File: src/rtl/sort4_pipe.sv
// sort4_pipe: pipelined 4-element sorter, three compare-exchange layers, one register stage each.
// Latency: 3 cycles from input transfer to out_valid, throughput 1 beat/cycle.
// Backpressure: all stages hold when out_valid & !out_ready; in_ready follows out_ready combinationally.
// Optional feature macro: SORT4_IDX_EN adds out_idx (original position of each sorted element).
module sort4_pipe #(
    parameter int WIDTH  = 4,
    parameter int SIGNED = 0
) (
    input  logic                 clk,
    input  logic                 rst,
    input  logic                 in_valid,
    output logic                 in_ready,
    input  logic [4*WIDTH-1:0]   in_data,
    input  logic                 in_desc,
    output logic                 out_valid,
    input  logic                 out_ready,
    output logic [4*WIDTH-1:0]   out_data,
    output logic                 out_desc
`ifdef SORT4_IDX_EN
    ,
    output logic [7:0]           out_idx
`endif
);

    typedef logic [WIDTH-1:0] elem_t;
    typedef logic [1:0]       idx_t;

    // Strict greater-than on the full key width, signedness chosen at elaboration.
    function automatic logic key_gt(input elem_t a, input elem_t b);
        if (SIGNED != 0) begin
            return $signed(a) > $signed(b);
        end else begin
            return a > b;
        end
    endfunction

    // Swap decision for a pair (lo position i, hi position j, i<j); equal keys never swap.
    function automatic logic must_swap(input elem_t e_lo, input elem_t e_hi, input logic desc);
        if (desc) begin
            return key_gt(e_hi, e_lo);
        end else begin
            return key_gt(e_lo, e_hi);
        end
    endfunction

    // Pipeline advances whenever the output register is empty or being drained.
    logic advance;

    elem_t in_e   [4];
    elem_t s1_e_d [4];
    elem_t s1_e_q [4];
    elem_t s2_e_d [4];
    elem_t s2_e_q [4];
    elem_t s3_e_d [4];
    elem_t s3_e_q [4];

    logic s1_vld_d, s1_vld_q, s1_desc_q;
    logic s2_vld_q, s2_desc_q;
    logic s3_vld_q, s3_desc_q;

    logic l1_sw02, l1_sw13;
    logic l2_sw01, l2_sw23;
    logic l3_sw12;

    // Flow control: a beat enters only when the pipe moves and reset is not active.
    always_comb begin
        advance  = !s3_vld_q | out_ready;
        in_ready = advance & !rst;
        s1_vld_d = in_valid & in_ready;
    end

    // Unpack the input bus into individual elements.
    always_comb begin
        for (int k = 0; k < 4; k++) begin
            in_e[k] = in_data[k*WIDTH +: WIDTH];
        end
    end

    // Layer 1: compare-exchange pairs (0,2) and (1,3) using the incoming beat's mode.
    always_comb begin
        l1_sw02   = must_swap(in_e[0], in_e[2], in_desc);
        l1_sw13   = must_swap(in_e[1], in_e[3], in_desc);
        s1_e_d[0] = l1_sw02 ? in_e[2] : in_e[0];
        s1_e_d[2] = l1_sw02 ? in_e[0] : in_e[2];
        s1_e_d[1] = l1_sw13 ? in_e[3] : in_e[1];
        s1_e_d[3] = l1_sw13 ? in_e[1] : in_e[3];
    end

    // Layer 2: compare-exchange pairs (0,1) and (2,3) using the mode stored with the beat.
    always_comb begin
        l2_sw01   = must_swap(s1_e_q[0], s1_e_q[1], s1_desc_q);
        l2_sw23   = must_swap(s1_e_q[2], s1_e_q[3], s1_desc_q);
        s2_e_d[0] = l2_sw01 ? s1_e_q[1] : s1_e_q[0];
        s2_e_d[1] = l2_sw01 ? s1_e_q[0] : s1_e_q[1];
        s2_e_d[2] = l2_sw23 ? s1_e_q[3] : s1_e_q[2];
        s2_e_d[3] = l2_sw23 ? s1_e_q[2] : s1_e_q[3];
    end

    // Layer 3: final compare-exchange of the middle pair (1,2); ends are already in place.
    always_comb begin
        l3_sw12   = must_swap(s2_e_q[1], s2_e_q[2], s2_desc_q);
        s3_e_d[0] = s2_e_q[0];
        s3_e_d[1] = l3_sw12 ? s2_e_q[2] : s2_e_q[1];
        s3_e_d[2] = l3_sw12 ? s2_e_q[1] : s2_e_q[2];
        s3_e_d[3] = s2_e_q[3];
    end

    // Stage 1 register: captures layer-1 result, mode and valid of the accepted beat.
    always_ff @(posedge clk) begin
        if (rst) begin
            s1_vld_q  <= 1'b0;
            s1_desc_q <= 1'b0;
            for (int k = 0; k < 4; k++) begin
                s1_e_q[k] <= '0;
            end
        end else if (advance) begin
            s1_vld_q  <= s1_vld_d;
            s1_desc_q <= in_desc;
            s1_e_q    <= s1_e_d;
        end
    end

    // Stage 2 register: layer-2 result travels with its beat's valid and mode.
    always_ff @(posedge clk) begin
        if (rst) begin
            s2_vld_q  <= 1'b0;
            s2_desc_q <= 1'b0;
            for (int k = 0; k < 4; k++) begin
                s2_e_q[k] <= '0;
            end
        end else if (advance) begin
            s2_vld_q  <= s1_vld_q;
            s2_desc_q <= s1_desc_q;
            s2_e_q    <= s2_e_d;
        end
    end

    // Stage 3 (output) register: holds the sorted beat stable while the consumer stalls.
    always_ff @(posedge clk) begin
        if (rst) begin
            s3_vld_q  <= 1'b0;
            s3_desc_q <= 1'b0;
            for (int k = 0; k < 4; k++) begin
                s3_e_q[k] <= '0;
            end
        end else if (advance) begin
            s3_vld_q  <= s2_vld_q;
            s3_desc_q <= s2_desc_q;
            s3_e_q    <= s3_e_d;
        end
    end

    // Output packing, same element layout as the input bus.
    always_comb begin
        out_valid = s3_vld_q;
        out_desc  = s3_desc_q;
        out_data  = '0;
        for (int k = 0; k < 4; k++) begin
            out_data[k*WIDTH +: WIDTH] = s3_e_q[k];
        end
    end

`ifdef SORT4_IDX_EN
    // Index tags follow the same swap decisions as the values they belong to.
    idx_t s1_i_d [4];
    idx_t s1_i_q [4];
    idx_t s2_i_d [4];
    idx_t s2_i_q [4];
    idx_t s3_i_d [4];
    idx_t s3_i_q [4];

    // Layer-wise index routing mirrors the value exchange network.
    always_comb begin
        s1_i_d[0] = l1_sw02 ? 2'd2 : 2'd0;
        s1_i_d[2] = l1_sw02 ? 2'd0 : 2'd2;
        s1_i_d[1] = l1_sw13 ? 2'd3 : 2'd1;
        s1_i_d[3] = l1_sw13 ? 2'd1 : 2'd3;
        s2_i_d[0] = l2_sw01 ? s1_i_q[1] : s1_i_q[0];
        s2_i_d[1] = l2_sw01 ? s1_i_q[0] : s1_i_q[1];
        s2_i_d[2] = l2_sw23 ? s1_i_q[3] : s1_i_q[2];
        s2_i_d[3] = l2_sw23 ? s1_i_q[2] : s1_i_q[3];
        s3_i_d[0] = s2_i_q[0];
        s3_i_d[1] = l3_sw12 ? s2_i_q[2] : s2_i_q[1];
        s3_i_d[2] = l3_sw12 ? s2_i_q[1] : s2_i_q[2];
        s3_i_d[3] = s2_i_q[3];
    end

    // Index registers share the enable and reset of the data stages.
    always_ff @(posedge clk) begin
        if (rst) begin
            for (int k = 0; k < 4; k++) begin
                s1_i_q[k] <= '0;
                s2_i_q[k] <= '0;
                s3_i_q[k] <= '0;
            end
        end else if (advance) begin
            s1_i_q <= s1_i_d;
            s2_i_q <= s2_i_d;
            s3_i_q <= s3_i_d;
        end
    end

    // Pack output indices, element k at [2k +: 2].
    always_comb begin
        out_idx = '0;
        for (int k = 0; k < 4; k++) begin
            out_idx[2*k +: 2] = s3_i_q[k];
        end
    end
`endif

endmodule

File: config.mk
export PLATFORM = sky130hd
export DESIGN_NAME = sort4_pipe
export DESIGN_NICKNAME = d
export VERILOG_FILES = /design/src/rtl/sort4_pipe.sv
export SDC_FILE = /design/constraint.sdc
export NUM_CORES = 1
export LEC_CHECK = 0
export CAP_MARGIN = 20
export CORE_ASPECT_RATIO = 0.9
export CORE_UTILIZATION = 50
export CTS_BUF_LIST = sky130_fd_sc_hd__clkbuf_16
export DETAILED_ROUTE_END_ITERATION = 7
export GPL_TIMING_DRIVEN = 0
export MAX_ROUTING_LAYER = met4
export PLACE_DENSITY = 0.75
export SETUP_SLACK_MARGIN = 0.4
export SYNTH_ARGS = -nofsm -noshare
export SYNTH_HDL_FRONTEND = slang
export SYNTH_SLANG_ARGS = --single-unit
File: constraint.sdc
create_clock -name clk -period 2.5 [get_ports clk]
set_clock_uncertainty 0.1 [all_clocks]
set_input_delay 0.625 -clock clk [delete_from_list [all_inputs] [get_ports clk]]
set_output_delay 0.625 -clock clk [all_outputs]
set_load 0.02 [all_outputs]
[Word level (Yosys, flattened, before mapping)]
Index checks and enable logic that the tools add are counted.
Operators by class
  bitwise gates (word level): 3
  reductions and logical operators: 2
  mux-type cells: 15
  magnitude comparators: 10
Operator list (number)
  $gt 4x4->1: 10
  $mux 4: 10
  $mux 1: 5
  $and 1x1->1: 2
  $logic_not 1->1: 2
  $or 1x1->1: 1
Storage, ports and cells
  register bits: 54
  input bits: 21
  word-level logic and storage cells: 48

[Longest topological paths before layout]
  depth in word-level cells: 4
  gate-level depth with buffers: 8

[Worst setup path before layout]
No wires, ideal clock.
  kind: input to output
  start point: in rst
  end point: out in_ready
  arrival time: 1.388 ns
  path slack: 0.387 ns
  buffers on the path: 2
  stages on the path: 3
  cells stage by stage: clkbuf_1 -> clkbuf_1 -> nor2_1
On the way
  longest elaborated chain between the ends: 2
RTL lines
  start: declaration: line 10  | input logic rst,
  $logic_not 1->1: line 68  | in_ready = advance & !rst;
  $and 1x1->1: line 68
  end: declaration: line 12  | output logic in_ready,
Every way passes these cells.

[Worst setup path in the final report]
  start point: in in_data[4]
  end point: reg s1_e_q[8] in the netlist's numbering
On the way
  longest elaborated chain between the ends: 3
  elaborated cells on any way between the ends: 4
  those cells by class: order compare: 2; mux: 2
RTL lines
  start: declaration: line 13  | input logic [4*WIDTH-1:0] in_data,
  $gt 4x4->1: line 33  | return a > b;
  $mux 1: line 39  | if (desc) begin
  $mux 4 (*): line 85  | s1_e_d[1] = l1_sw13 ? in_e[3] : in_e[1];
  end signal: indexed assignment: line 114  | s1_e_q[k] <= '0;
  end signal: assignment: line 119  | s1_e_q <= s1_e_d;
  end: declaration: line 51  | elem_t s1_e_q [4];
Every way passes the cells marked *; elsewhere a longest branch is shown, timed or not.
A chain may end at the register's enable or synchronous reset.

==> flow_summary.yaml <==
sta:
  setup_slack_ns: 0.363
  setup_violations: 0
  rsz0062_at_grt: "yes"
  hold_violations: 0
  worst_slew_pin_slew_ns: 0.787
  fin_crit_ns: 2.14
  post-route-period-util_pct: 85.5
  max_clock_freq_mhz: 468
  slew_headroom_pct: 47.5
  setup-tns-final_ns: 0
  slew_violations: 0
  whs_ns: 0.350
grt:
  grt_pass1_vias: 2784
  antenna_found_initial: 0
  grt_pass1_wl_mm: 13.7
  grt_max_degree: 19
  grt_use_total_pct: 26.9
  grt.overflow.total: 0
worst_setup_path:
  path_max_fanout: 8
  timing.rr.start: "s1_e_q[11]"
  crit_start: "in_data[4]"
  worstSetupPathType: "input pin to flip-flop"
  crit_path_start_kind: "input pin"
  endpoint_kind: "flip-flop"
  critPathArrivalTime_ns: 2.23
  critPathRequiredTime_ns: 2.60
finish:
  postLayoutCellArea_um2: 4330
  drive_gt1_share_pct: 32.8
  layout_commonest_cell: "dfxtp_1"
  final_cell_mix: "dfxtp_1, o21ai_1, nor2_1"
  syn2layout_area_growth_pct: 33.4
  n_antenna_cell: 0
  fin_nets: 449
synth:
  synthTopCellsByArea: "dfxtp_1, a311oi_2, ha_1"
  synthDistinctLibCells: 29
  synth_edf_count: 0
  ys_warn_count: 0
  synth_area_per_cell_um2: 9.25
  ys_ff_latch: 54
  netlist_area_um2: 3250
  synth-async-reset-ratio_pct: 0
  ys_seq_area_share_pct: 33.3
  syn-instance-count: 351
  syn-num-nets: 392
  yosysTopAreaCellShare_pct: 33.3
  synth_largest_area_cell: "dfxtp_1"
  ys.flop_type: "dfxtp_1"
hold_path:
  min_from: "out_data[13]"
  hold_class: "flip-flop to flip-flop"
floorplan:
  io_pins: 40
  num_rows: 27
  die_area_um2: 6820
  start_util_pct: 52.5
  die_h_um: 78.4
  die_w_um: 86.9
  core_um2: 6180
cts:
  worst_skew_pair.late_latency_ns: 0.30
  cts_buffers: 5
  path_clk_slew_ns: 0.07
  postCtsHoldBufs: 0
  clk_path_buf_depth: 2
  cts_htree_levels: 2
  root_buffer: "clkbuf_16"
  clock_sinks: 54
  cts_tree: "done"
drt:
  num_vias: 2990
  wirelength_mm: 8.68
  drc: 0
  avgRoutedWirePerCell_um: 17.5
  dr_wl_met2_mm: 4.25
  wl_met1_mm: 3.66
  postRouteAntennaNets: 0
  drtPass1Iterations: 5
  drt_iter0_drc: 249
  route.met3.wl_um: 492
  via_per_inst: 6.03
  highest_layer: "met4"
pwr:
  p_per_area_nw_per_um2: 667
  leakage_nw: 1.56
  vdd_drop_max_mv: 0.328
  finalPower_mw: 2.89
place:
  place_hpwl_mm: 5.79
  place_worst_setup_slack_ns: -0.601
  placed_area_um2: 3730
  numPortBuffers: 37
  routabilityCongestion: 0.941
status:
  status: "completed"
run:
  maxCapViolations: 0
## logic make-up (layout without fill, tap and decap cells)
kind of cell               count (synthesis)  after routing  share of synthesized area (%)
AOI/OAI and AO/OA                        125            125                           36.2
and+or+nand+nor                          107            107                           16.8
DFF                                       54             54                           33.3
buffers and inverters                     45            103                           5.98
adders and majority gates                 20             20                           7.71
## metrics by stage
| step | util, % | instances |
|---|---|---|
| final | 70.0 | 496 |
| after global routing | 70.0 | 496 |
| after CTS | 67.3 | 488 |
| after detailed placement | 60.3 | 475 |
| after global placement | 60.3 | 475 |
| after floorplan | - | 351 |
## area by class of cell
cell class,instances,area (um^2)
Buffer,25,150
Clock buffer,5,125
Clock inverter,3,47.5
Fill cell,489,1850
Inverter,20,75.1
Multi-Input combinational cell,252,2290
Sequential cell,54,1090
Tap cell,87,109
Timing Repair Buffer,50,443
## synth_stat cells, types with 8 or more instances
| cell type | n |
|---|---|
| o21ai_1 | 40 |
| a31oi_1 | 12 |
| inv_1 | 20 |
| a311oi_2 | 20 |
| buf_2 | 8 |
| a311oi_1 | 8 |
| nand3_1 | 33 |
| clkbuf_1 | 11 |
| nor2_1 | 31 |
| ha_1 | 20 |
| a221oi_2 | 10 |
| a21oi_1 | 13 |
| nand2_1 | 26 |
| dfxtp_1 | 54 |
## routing by layer
metal,vias up,track usage (%)
met4,0,9.83
met5,-,-
met1,1395,31.9
li1,1436,-
met3,23,3.89
met2,136,46.1
## final timing paths
path / endpoint / slack, ns / cells after the start
worst min-delay path: out_data[13] / 0.35 / 2
worst max register to register: s2_e_q[15] / 0.40 / 7
worst max-delay path: s1_e_q[8] / 0.36 / 9
worst min register to register: out_data[13] / 0.35 / 2
## what timing repair did
action | CTS | global route
pin swaps | 21 | 16
setup buffers | 5 | 8
gates resized for setup | 75 | 31
setup endpoints to repair | 24 | 38
endpoints found under the hold margin | 0 | 0
## sequential cells by signal, summed over array words and instances (netlist names)
signal / cells
out_valid: 1
s1_desc_q: 1
s1_e_q: 16
s1_vld_q: 1
out_desc: 1
s2_desc_q: 1
s2_e_q: 16
out_data: 16
s2_vld_q: 1
## power by group
group	switching, mW	leakage, nW	internal, mW
logic	0.565	1.03	0.488
clock network	0.327	0.0844	0.478
registers	0.0770	0.445	0.955
## critical path, stage by stage
cell and delay, ns:
dlygate4sd2_1 0.27, inv_1 0.07, ha_2 0.20, nor2b_4 0.05, o211ai_4 0.25, and3_1 0.20
buf_4 0.15, o21ai_1 0.14, a311oi_2 0.30
(Power assumes the default switching activity.)
